$ cat src/rtl/edge_pkg.sv
// Shared types and helpers for the multi-channel edge detector.
// The EDGE_CNT_EN macro adds per-channel saturating event counters.
package edge_pkg;

  typedef enum logic [1:0] {
    MODE_OFF  = 2'b00,
    MODE_RISE = 2'b01,
    MODE_FALL = 2'b10,
    MODE_BOTH = 2'b11
  } edge_mode_e;

  // The debounce counter has to hold values up to DEB_CYCLES, and it is never narrower than one bit.
  function automatic int dcnt_width(input int deb_cycles);
    return (deb_cycles < 1) ? 1 : $clog2(deb_cycles + 1);
  endfunction

  function automatic logic mode_has_rise(input edge_mode_e m);
    return (m == MODE_RISE) || (m == MODE_BOTH);
  endfunction

  function automatic logic mode_has_fall(input edge_mode_e m);
    return (m == MODE_FALL) || (m == MODE_BOTH);
  endfunction

endpackage

$ cat src/rtl/edge_chan.sv
// One channel: input synchroniser, debounce filter, edge pulses, mode-qualified event.
// When EDGE_CNT_EN is defined, the channel also has a saturating event counter with a clear input.
module edge_chan
  import edge_pkg::*;
#(
  parameter int SYNC_STAGES = 2,
  parameter int DEB_CYCLES  = 4
`ifdef EDGE_CNT_EN
  ,
  parameter int CNT_W       = 8
`endif
) (
  input  logic             clk,
  input  logic             rst,
  input  logic             a,
  input  logic [1:0]       mode,
`ifdef EDGE_CNT_EN
  input  logic             cnt_clr,
  output logic [CNT_W-1:0] cnt,
`endif
  output logic             level,
  output logic             rise,
  output logic             fall,
  output logic             evt
);

  localparam int            DW    = dcnt_width(DEB_CYCLES);
  localparam logic [DW-1:0] DLAST = DW'(DEB_CYCLES - 1);

  logic [SYNC_STAGES-1:0] sync;
  logic                   s;
  logic [DW-1:0]          dcnt;
  logic                   commit;
  edge_mode_e             m;

  assign s      = sync[SYNC_STAGES-1];
  assign m      = edge_mode_e'(mode);
  assign commit = (s != level) && (dcnt == DLAST);

  always_ff @(posedge clk) begin
    if (!rst) begin
      sync <= '0;
    end else begin
      sync[0] <= a;
      for (int i = 1; i < SYNC_STAGES; i++) begin
        sync[i] <= sync[i-1];
      end
    end
  end

  // Any cycle where s matches the level restarts the stability count, so short glitches die out.
  always_ff @(posedge clk) begin
    if (!rst) begin
      level <= 1'b0;
      dcnt  <= '0;
    end else if (s == level) begin
      dcnt  <= '0;
    end else if (commit) begin
      level <= s;
      dcnt  <= '0;
    end else begin
      dcnt  <= dcnt + 1'b1;
    end
  end

  // mode is sampled only at the commit edge, so a later mode change cannot alter a pulse already issued.
  always_ff @(posedge clk) begin
    if (!rst) begin
      rise <= 1'b0;
      fall <= 1'b0;
      evt  <= 1'b0;
    end else begin
      rise <= commit & s;
      fall <= commit & ~s;
      evt  <= (commit & s & mode_has_rise(m)) | (commit & ~s & mode_has_fall(m));
    end
  end

`ifdef EDGE_CNT_EN
  localparam logic [CNT_W-1:0] CNT_MAX = '1;

  // A clear wins over an increment that lands in the same cycle.
  always_ff @(posedge clk) begin
    if (!rst) begin
      cnt <= '0;
    end else if (cnt_clr) begin
      cnt <= '0;
    end else if (evt && (cnt != CNT_MAX)) begin
      cnt <= cnt + 1'b1;
    end
  end
`endif

endmodule

$ cat src/rtl/edge_detect_multi.sv
// Multi-channel debounced edge detector: CH independent edge_chan instances plus an any-event OR.
// When EDGE_CNT_EN is defined, the block adds cnt_clr_i and the packed per-channel counter output cnt_o.
module edge_detect_multi
  import edge_pkg::*;
#(
  parameter int CH          = 4,
  parameter int SYNC_STAGES = 2,
  parameter int DEB_CYCLES  = 4,
  parameter int CNT_W       = 8
) (
  input  logic                clk,
  input  logic                rst,
  input  logic [CH-1:0]       a_i,
  input  logic [2*CH-1:0]     mode_i,
`ifdef EDGE_CNT_EN
  input  logic                cnt_clr_i,
  output logic [CH*CNT_W-1:0] cnt_o,
`endif
  output logic [CH-1:0]       level_o,
  output logic [CH-1:0]       rising_edge_o,
  output logic [CH-1:0]       falling_edge_o,
  output logic [CH-1:0]       event_o,
  output logic                any_event_o
);

  if (CH < 1 || CH > 32) begin : g_bad_ch
    $error("edge_detect_multi: CH must be 1..32");
  end
  if (SYNC_STAGES < 1 || SYNC_STAGES > 4) begin : g_bad_sync
    $error("edge_detect_multi: SYNC_STAGES must be 1..4");
  end
  if (DEB_CYCLES < 1 || DEB_CYCLES > 255) begin : g_bad_deb
    $error("edge_detect_multi: DEB_CYCLES must be 1..255");
  end
  if (CNT_W < 1) begin : g_bad_cnt
    $error("edge_detect_multi: CNT_W must be at least 1");
  end

  for (genvar c = 0; c < CH; c++) begin : g_chan
    edge_chan #(
      .SYNC_STAGES (SYNC_STAGES),
      .DEB_CYCLES  (DEB_CYCLES)
`ifdef EDGE_CNT_EN
      ,
      .CNT_W       (CNT_W)
`endif
    ) u_chan (
      .clk     (clk),
      .rst     (rst),
      .a       (a_i[c]),
      .mode    (mode_i[2*c +: 2]),
`ifdef EDGE_CNT_EN
      .cnt_clr (cnt_clr_i),
      .cnt     (cnt_o[c*CNT_W +: CNT_W]),
`endif
      .level   (level_o[c]),
      .rise    (rising_edge_o[c]),
      .fall    (falling_edge_o[c]),
      .evt     (event_o[c])
    );
  end

  assign any_event_o = |event_o;

endmodule

$ cat config.mk
export PLATFORM = sky130hd
export DESIGN_NAME = edge_detect_multi
export DESIGN_NICKNAME = d
export VERILOG_FILES = /design/src/rtl/edge_pkg.sv /design/src/rtl/edge_chan.sv /design/src/rtl/edge_detect_multi.sv
export SDC_FILE = /design/constraint.sdc
export NUM_CORES = 1
export LEC_CHECK = 0
export ABC_AREA = 1
export CAP_MARGIN = 20
export CORE_MARGIN = 3
export CORE_UTILIZATION = 25
export DETAILED_ROUTE_END_ITERATION = 8
export PLACE_DENSITY = 0.51
export RECOVER_POWER = 25
export SYNTH_ARGS = -nofsm -noshare
export SYNTH_HDL_FRONTEND = slang
export SYNTH_SLANG_ARGS = --single-unit
$ cat constraint.sdc
create_clock -name clk -period 1.7 [get_ports clk]
set_clock_uncertainty 0.15 [all_clocks]
set_input_delay 0.255 -clock clk [delete_from_list [all_inputs] [get_ports clk]]
set_output_delay 0.255 -clock clk [all_outputs]
set_load 0.01 [all_outputs]
==> impl_metrics.yaml, run 1 <==
outcome:
  outcome: "finished clean"
cells_and_area:
  fin_nets: 204
  layout_common_cells: "33 x dfxtp_1, 28 x inv_1, 27 x clkdlybuf4s50_1, 26 x nand2_1, 21 x nor2_1"
  final_common_cell: "dfxtp_1"
  area_growth_pct: 26.62
  diodes: 0
  drive_gt1_share_pct: 9.890
  fillers: 554
setup_path:
  endpoint_kind: "primary output"
  cp-endpoint: "level_o[0]"
  path_class: "register to primary output"
  r2r_end: "g_chan[2].u_chan.evt$_SDFF_PN0_"
  cp.arrival_ns: 1.25
  crit_family: "buffers and inverters"
  crit_path_cell_trace: "clkdlybuf4s50_1"
  reg2reg_depth: 6
  cp_slowest_cell: "clkdlybuf4s50_1"
  cp.required_ns: 1.29
  slowest_delay_ns: 0.57
  rrSetupSlack_ns: 0.37
  critPathMaxFanout: 4
  r2r_start: "g_chan[2].u_chan.dcnt[0]$_SDFF_PP0_"
  start_kind: "register"
  path_buf_inv: 1
  path_depth: 1
  crit_start: "g_chan[0].u_chan.level$_SDFFE_PN0P_"
global_routing:
  grt_pass1_wl_mm: 3.933
  first_global_vias: 916
  grtUsageTotal_pct: 8.261
  gr-total-overflow: 0
  antenna_found_initial: 0
  grt_max_degree: 12
detailed_routing:
  ant_nets: 0
  route.detailed.drc: 0
  drt_iter0_drc: 24
  post_drt_wl_per_cell_um: 8.960
  wirelength_mm: 2.258
  avgViaCountPerCell: 3.750
  vias: 945
  dr.pass1.iters: 4
synth:
  syn-cell-area_um2: 1386
  yosys_warnings: 0
  synthXorXnorAreaFrac_pct: 0
  synthAdderAreaFrac_pct: 7.220
  synth.yosys.seq_area_share_pct: 51.99
  synth_top_family_by_area: "simple AND/OR/NAND/NOR gates"
  synth_simple_gate_area_share_pct: 18.95
  synth-seq-cells: 36
  ys_types: 15
  syn-num-nets: 183
  synth.mux.area_fraction_pct: 0
  synth_compound_area_share_pct: 4.783
  syn_area_per_cell_um2: 8.611
  syn-instance-count: 161
clocking:
  cts_buffer_depth: 2
  cts_tree: "done"
  clk_pin_slew_ns: 0.06
  cts_max_level: 2
  cts-root-buf: "clkbuf_8"
  cts_setup_buffers: 0
  cts.sinks: 36
  numCtsBuffers: 5
  insertion_delay_ns: 0.28
timing:
  fin_crit_ns: 1.659
  setup-violations-final: 0
  tightest_slew_ns: 0.4596
  hold_viol: 0
  timing.final.crit_share_pct: 97.59
  rsz0062_at_grt: "no"
  setup-tns-final_ns: 0
  setup_slack_ns: 0.04096
  relSlewSlack_pct: 69.36
  fmax_mhz: 602.8
  drv_slew: 0
floorplanning:
  start_util_pct: 26.47
  die_w_um: 80.47
  row_count: 26
  io_pins: 31
  fp.dieArea_um2: 6475
  core_area_um2: 5238
  die_h_um: 80.47
pwr:
  ir_drop_uv: 258.2
  powerDensity_nw_per_um2: 888.9
  finalPower_mw: 1.560
  leakage_nw: 0.7978
worst_hold_path:
  worstHoldPathCells: 2
  hold_class: "register to register"
placed_design:
  gp_congestion: 0.6827
  pre_cts_ws_ns: 0.2102
  dp_hpwl_mm: 1.729
  port_buffers: 30
flow_run:
  maxCapViolCount: 0
==> repair_timing <==
action,CTS,global route
setup endpoints to repair,2,3
pin swaps,0,0
resized for setup,2,3
hold buffers,0,0
==> logic make-up after synthesis <==
family | after synthesis
compound gates | 11
fa+ha+maj | 8
buf+inv | 46
flops | 36
simple gates | 60
==> worst min-delay path by stage <==
stage | slack [ns] | from | to
5_1_grt | 0.29 | g_chan[0].u_chan.dcnt[0]$_SDFF_PP0_ | g_chan[0].u_chan.dcnt[0]$_SDFF_PP0_
2_1_floorplan | 0.20 | a_i[0] | g_chan[0].u_chan.sync[0]$_SDFF_PN0_
3_5_place_dp | 0.25 | g_chan[3].u_chan.sync[0]$_SDFF_PN0_ | g_chan[3].u_chan.sync[1]$_SDFF_PN0_
3_3_place_gp | 0.24 | g_chan[0].u_chan.sync[0]$_SDFF_PN0_ | g_chan[0].u_chan.sync[1]$_SDFF_PN0_
6_report | 0.26 | g_chan[0].u_chan.sync[0]$_SDFF_PN0_ | g_chan[0].u_chan.sync[1]$_SDFF_PN0_
4_1_cts | 0.27 | g_chan[3].u_chan.sync[0]$_SDFF_PN0_ | g_chan[3].u_chan.sync[1]$_SDFF_PN0_
==> report_power, final <==
group          internal [mW]  switching, mW  total, mW
registers              0.855        0.00702      0.862
logic                 0.0359         0.0267     0.0626
clock network          0.361          0.275      0.636
total                   1.25          0.309       1.56
==> synthesized netlist by cell type, drive strengths merged <==
library cell,instances,area share (%)
a21oi,7,3.3
buf,17,9.2
dfxtp,36,52
ha,8,7.2
inv,29,7.9
nand2,26,7.0
nand3,10,4.7
nand4,1,0.45
nor2,21,5.7
nor3,2,1.1
o21ai,4,1.4
==> routing by layer <==
layer  routed length [um]  GRT usage [%]  vias to the layer above  part of all wire [%]
li1                     -              -                      513                     -
met2                  884          11.67                       30                    39
met3                  216          3.924                        5                   9.6
met1                 1095          9.585                      397                    48
met5                    0              0                        -                     0
met4                   62          6.081                        0                   2.7
==> registers in the layout, summed over array words and instances, names as in the netlist <==
name,cells
g_chan.u_chan.sync,8
g_chan.u_chan.dcnt,12
g_chan.u_chan.level,4
g_chan.u_chan.evt,4
g_chan.u_chan.fall,4
g_chan.u_chan.rise,4
==> final cells by class <==
class	instances	area [um2]	area share, %
Multi-Input combinational cell	79	429.2	24.45
Tap cell	70	87.58	4.989
Sequential cell	36	724.4	41.27
Clock buffer	7	96.34	5.488
Inverter	29	108.9	6.201
Timing Repair Buffer	31	309.0	17.61
==> metrics by stage <==
| stage | util [%] | hold WS (ns) | instances | instance area, um2 |
|---|---|---|---|---|
| CTS | 33.47 | 0.2667 | 252 | 1753 |
| finish | 33.52 | 0.2624 | 252 | 1755 |
| global placement | 31.58 | 0.2433 | 245 | 1654 |
| floorplan | - | 0.2026 | 161 | 1386 |
| global route | 33.52 | 0.2939 | 252 | 1755 |
| detailed placement | 31.58 | 0.2500 | 245 | 1654 |
(Power assumes the default switching activity.)
==> run 2, diff against run 1 <==
--- a/config.mk
+++ b/config.mk
@@ -8,9 +8,9 @@
 export ABC_AREA = 1
 export CAP_MARGIN = 20
 export CORE_MARGIN = 3
-export CORE_UTILIZATION = 25
+export CORE_UTILIZATION = 40
 export DETAILED_ROUTE_END_ITERATION = 8
-export PLACE_DENSITY = 0.51
+export PLACE_DENSITY = 0.72
 export RECOVER_POWER = 25
 export SYNTH_ARGS = -nofsm -noshare
 export SYNTH_HDL_FRONTEND = slang
==> constraint.sdc (replaced) <==
create_clock -name clk -period 1.9 [get_ports clk]
set_clock_uncertainty 0.15 [all_clocks]
set_input_delay 0.285 -clock clk [delete_from_list [all_inputs] [get_ports clk]]
set_output_delay 0.285 -clock clk [all_outputs]
set_load 0.01 [all_outputs]
==> run 2 against run 1 <==
Hold slack improved by 0.0056 ns. Sequential share of layout area increased by 1.6 points. Wire length grew 3.7%. Utilization up 19 points. Combinational power fell by 11%. Cell count is 10% lower. Power shrank 19%. Critical path depth stayed put.
==> impl_metrics.yaml, run 2 (synthesis gave the netlist of run 1 again) <==
timing:
  setup-tns-final_ns: 0
  timing.final.crit_share_pct: 91.77
  hold_viol: 0
  fin_crit_ns: 1.744
  setup_slack_ns: 0.1564
  tightest_slew_ns: 0.3581
  rsz0062_at_grt: "no"
  relSlewSlack_pct: 76.13
  setup-violations-final: 0
  drv_slew: 0
  fmax_mhz: 573.5
cells_and_area:
  register_area_um2: 720.7
  final_common_cell: "dfxtp_1"
  drive_gt1_share_pct: 8.242
  fillers: 317
  layout_common_cells: "36 x dfxtp_1, 29 x clkdlybuf4s50_1, 28 x inv_1, 26 x nand2_1, 21 x nor2_1"
  fin_nets: 204
  diodes: 0
  largest_registers: "g_chan.u_chan.dcnt: 12 flops, g_chan.u_chan.sync: 8 flops"
  area_growth_pct: 21.39
  multi_input_area_um2: 429.2
  largest_register_ffs: 12
  largest_register: "g_chan.u_chan.dcnt"
setup_path:
  start_kind: "register"
  r2r_start: "g_chan[2].u_chan.dcnt[0]$_SDFF_PP0_"
  crit_family: "buffers and inverters"
  r2r_end: "g_chan[2].u_chan.evt$_SDFF_PN0_"
  cp.arrival_ns: 1.31
  reg2reg_depth: 6
  path_class: "register to primary output"
  critPathMaxFanout: 4
  slowest_delay_ns: 0.57
  cp_slowest_cell: "clkdlybuf4s50_1"
  endpoint_kind: "primary output"
  path_buf_inv: 1
  cp.required_ns: 1.46
  crit_path_cell_trace: "clkdlybuf4s50_1"
  rrSetupSlack_ns: 0.57
worst_hold_path:
  whs_endpoint: "g_chan[2].u_chan.sync[1]$_SDFF_PN0_"
  worstHoldPathCells: 2
  hold_class: "register to register"
  hold_path.startpoint: "g_chan[2].u_chan.sync[0]$_SDFF_PN0_"
clocking:
  cts_tree: "done"
  holdBufCountCts: 0
  insertion_delay_ns: 0.33
  clk_pin_slew_ns: 0.09
  cts_max_level: 2
  cts_resized: 0
  cts.sinks: 36
  cts-root-buf: "clkbuf_4"
  cts_setup_buffers: 0
  numCtsBuffers: 5
  cts_buffer_depth: 2
global_routing:
  grtUsageTotal_pct: 13.47
  gr-total-overflow: 0
  first_global_vias: 1017
  grt_pass1_wl_mm: 4.202
  grt_max_degree: 11
  antenna_found_initial: 0
detailed_routing:
  route.detailed.drc: 0
  post_drt_wl_per_cell_um: 10.36
  vias: 1005
  avgViaCountPerCell: 4.447
  dr.pass1.iters: 4
  ant_nets: 0
  drt_iter0_drc: 19
  wirelength_mm: 2.342
floorplanning:
  die_w_um: 64.87
  row_count: 20
  die_h_um: 64.87
  fp.dieArea_um2: 4208
  io_pins: 31
  start_util_pct: 43.62
  core_area_um2: 3178
flow_run:
  maxCapViolCount: 0
placed_design:
  pre_cts_ws_ns: 0.2923
  dp_hpwl_mm: 1.916
  gp_congestion: 0.7314
  port_buffers: 30
pwr:
  ir_drop_uv: 307.9
  powerDensity_nw_per_um2: 746.6
  leakage_nw: 0.7458
outcome:
  outcome: "finished clean"
## run 2: where the power goes
group          switching, mW  leakage [nW]  internal (mW)  total, mW
combinational         0.0238         0.416         0.0321     0.0558
sequential           0.00663         0.292          0.764      0.771
clock                  0.220        0.0374          0.210      0.429
total                  0.250         0.746           1.01       1.26
## run 2: layer usage
layer	up-vias	track usage (%)	share of wire, %	routed length (um)
met5	-	0	0	0
met4	0	9.499	4.0	93
met3	11	5.546	6.7	157
met2	32	24.14	51	1203
met1	448	12.06	38	887
li1	514	-	-	-
## run 2: final cells by class
class	count	share of cell area [%]
Clock buffer	7	3.866
Inverter	29	6.468
Multi-Input combinational cell	79	25.50
Sequential cell	36	42.83
Tap cell	44	3.271
Timing Repair Buffer	31	18.07
## run 2: through the flow
stage / util (%) / cells / hold slack, ns / power [mW] / instance area, um2
2_1_floorplan: - / 161 / 0.2326 / 0.8116 / 1386
3_3_place_gp: 51.02 / 219 / 0.2422 / 0.8434 / 1622
3_5_place_dp: 51.02 / 219 / 0.2497 / 0.8463 / 1622
4_1_cts: 53.07 / 226 / 0.2689 / 1.275 / 1687
5_1_grt: 52.95 / 226 / 0.3013 / 1.328 / 1683
6_report: 52.95 / 226 / 0.2680 / 1.256 / 1683
## run 2: worst max path at each step
stage	to	slack, ns	startpoint	depth (start not counted)
after floorplan	g_chan[2].u_chan.evt$_SDFF_PN0_	0.68	g_chan[2].u_chan.dcnt[0]$_SDFF_PP0_	6
after global placement	g_chan[0].u_chan.dcnt[0]$_SDFF_PP0_	0.37	rst	5
after detailed placement	g_chan[1].u_chan.dcnt[1]$_SDFF_PP0_	0.29	rst	5
after CTS	level_o[0]	0.12	g_chan[0].u_chan.level$_SDFFE_PN0P_	1
after global routing	level_o[0]	0.06	g_chan[0].u_chan.level$_SDFFE_PN0P_	1
final	level_o[0]	0.16	g_chan[0].u_chan.level$_SDFFE_PN0P_	1
==> run 3, diff against run 2 <==
--- a/config.mk
+++ b/config.mk
@@ -7,7 +7,7 @@
 export LEC_CHECK = 0
 export ABC_AREA = 1
 export CAP_MARGIN = 20
-export CORE_MARGIN = 3
+export CORE_MARGIN = 5
 export CORE_UTILIZATION = 40
 export DETAILED_ROUTE_END_ITERATION = 8
 export PLACE_DENSITY = 0.72
==> run 3 against run 2 <==
Power fell by 5.3%. Critical path depth rose by 2. Largest power group unchanged. Wire length fell by 9.2%. Flip-flop and latch count did not move. Critical path type unchanged. Global-route usage fell by 3.3 points. Sequential power barely moved. Clock power fell by 15%. Design area fell by 0.97%. Via count fell by 5.8%.
==> impl_metrics.yaml, run 3 (synthesis gave the netlist of run 1 again) <==
outcome:
  outcome: "finished clean"
global_routing:
  grtUsageTotal_pct: 10.19
  antenna_found_initial: 0
  grt_max_degree: 12
  gr-total-overflow: 0
  first_global_vias: 843
  grt_pass1_wl_mm: 3.512
placed_design:
  pre_cts_ws_ns: 0.4090
  gp_congestion: 0.7343
  port_buffers: 30
  dp_hpwl_mm: 1.625
clocking:
  cts_buffer_depth: 2
  cts_max_level: 2
  insertion_delay_ns: 0.32
  holdBufCountCts: 0
  cts_tree: "done"
  clk_pin_slew_ns: 0.09
  cts_resized: 0
  cts-root-buf: "clkbuf_4"
  cts.sinks: 36
  numCtsBuffers: 5
  cts_setup_buffers: 0
detailed_routing:
  dr.pass1.iters: 4
  vias: 947
  route.detailed.drc: 0
  post_drt_wl_per_cell_um: 9.325
  avgViaCountPerCell: 4.154
  ant_nets: 0
  wirelength_mm: 2.126
  drt_iter0_drc: 55
timing:
  hold_viol: 0
  rsz0062_at_grt: "no"
  timing.final.crit_share_pct: 92.29
  fin_crit_ns: 1.754
  tightest_slew_ns: 0.4169
  fmax_mhz: 570.3
  setup-violations-final: 0
  drv_slew: 0
  setup-tns-final_ns: 0
  relSlewSlack_pct: 72.21
  setup_slack_ns: 0.1464
floorplanning:
  io_pins: 31
  die_w_um: 68.87
  start_util_pct: 41.54
  row_count: 21
  die_h_um: 68.87
  fp.dieArea_um2: 4743
  core_area_um2: 3337
cells_and_area:
  fillers: 334
  diodes: 0
  drive_gt1_share_pct: 7.692
  area_growth_pct: 20.22
  register_area_um2: 720.7
  fin_nets: 204
  multi_input_area_um2: 429.2
  final_common_cell: "dfxtp_1"
  largest_registers: "g_chan.u_chan.dcnt: 12 flops, g_chan.u_chan.sync: 8 flops"
  largest_register: "g_chan.u_chan.dcnt"
  layout_common_cells: "36 x dfxtp_1, 29 x clkdlybuf4s50_1, 28 x inv_1, 26 x nand2_1, 21 x nor2_1"
  largest_register_ffs: 12
setup_path:
  critPathMaxFanout: 2
  crit_path_cell_trace: "nor2_1 > nand2_1 > clkdlybuf4s50_1"
  path_buf_inv: 1
  cp_slowest_cell: "clkdlybuf4s50_1"
  cp.required_ns: 1.46
  slowest_delay_ns: 0.52
  path_class: "register to primary output"
  crit_family: "buffers and inverters"
  endpoint_kind: "primary output"
  cp.arrival_ns: 1.32
  start_kind: "register"
pwr:
  leakage_nw: 0.7365
  ir_drop_uv: 307.1
  powerDensity_nw_per_um2: 713.9
worst_hold_path:
  hold_class: "register to register"
flow_run:
  maxCapViolCount: 0
==> run 3: cell types whose count changed in the layout (fill, tap and decap cells not counted), sizes merged <==
| cell | previous run | this run |
|---|---|---|
| clkbuf | 8 | 7 |
| clkinv | 0 | 1 |
==> run 3: final timing paths <==
| kind | endpoint | slack, ns | depth (start not counted) | from |
|---|---|---|---|---|
| hold / removal | g_chan[3].u_chan.sync[1]$_SDFF_PN0_ | 0.27 | 2 | g_chan[3].u_chan.sync[0]$_SDFF_PN0_ |
| hold reg to reg | g_chan[3].u_chan.sync[1]$_SDFF_PN0_ | 0.27 | 2 | g_chan[3].u_chan.sync[0]$_SDFF_PN0_ |
| setup / recovery | any_event_o | 0.15 | 3 | g_chan[3].u_chan.evt$_SDFF_PN0_ |
| setup reg to reg | g_chan[2].u_chan.evt$_SDFF_PN0_ | 0.61 | 6 | g_chan[2].u_chan.dcnt[0]$_SDFF_PP0_ |
==> run 3: worst min-delay path, stage by stage (launching register included) <==
cell and delay [ns]:
dfxtp_1 0.32, nand2_1 0.04, inv_1 0.04
==> run 3: where the power goes <==
part / switching (mW) / total (mW) / internal, mW
Clock: 0.228 / 0.364 / 0.136
Combinational: 0.0228 / 0.0549 / 0.0321
Sequential: 0.00609 / 0.771 / 0.765
==> run 3: stage by stage <==
step / util (%) / area (um2) / total power [mW] / cells / hold WS, ns
2_1_floorplan: - / 1386 / 0.8116 / 161 / 0.2326
4_1_cts: 50.06 / 1670 / 1.215 / 228 / 0.2706
6_report: 49.94 / 1667 / 1.190 / 228 / 0.2691
3_3_place_gp: 48.67 / 1624 / 0.8441 / 221 / 0.2432
5_1_grt: 49.94 / 1667 / 1.249 / 228 / 0.2890
3_5_place_dp: 48.67 / 1624 / 0.8451 / 221 / 0.2494
==> run 3: area by class of cell <==
class,count,area share (%)
flip-flops and latches,36,43.24
multi-input cells,79,25.75
repair buffers,31,18.24
inverters,29,6.532
well taps,46,3.453
clock buffers,6,2.477
clock inverters,1,0.3003
==> run 3: metal layers <==
metal  global-route usage [%]  vias up  routed length, um
met1                    11.22      404                954
li1                         -      514                  -
met4                    3.163        0                 27
met3                    5.511        3                204
met5                        0        -                  0
met2                    16.79       26                940
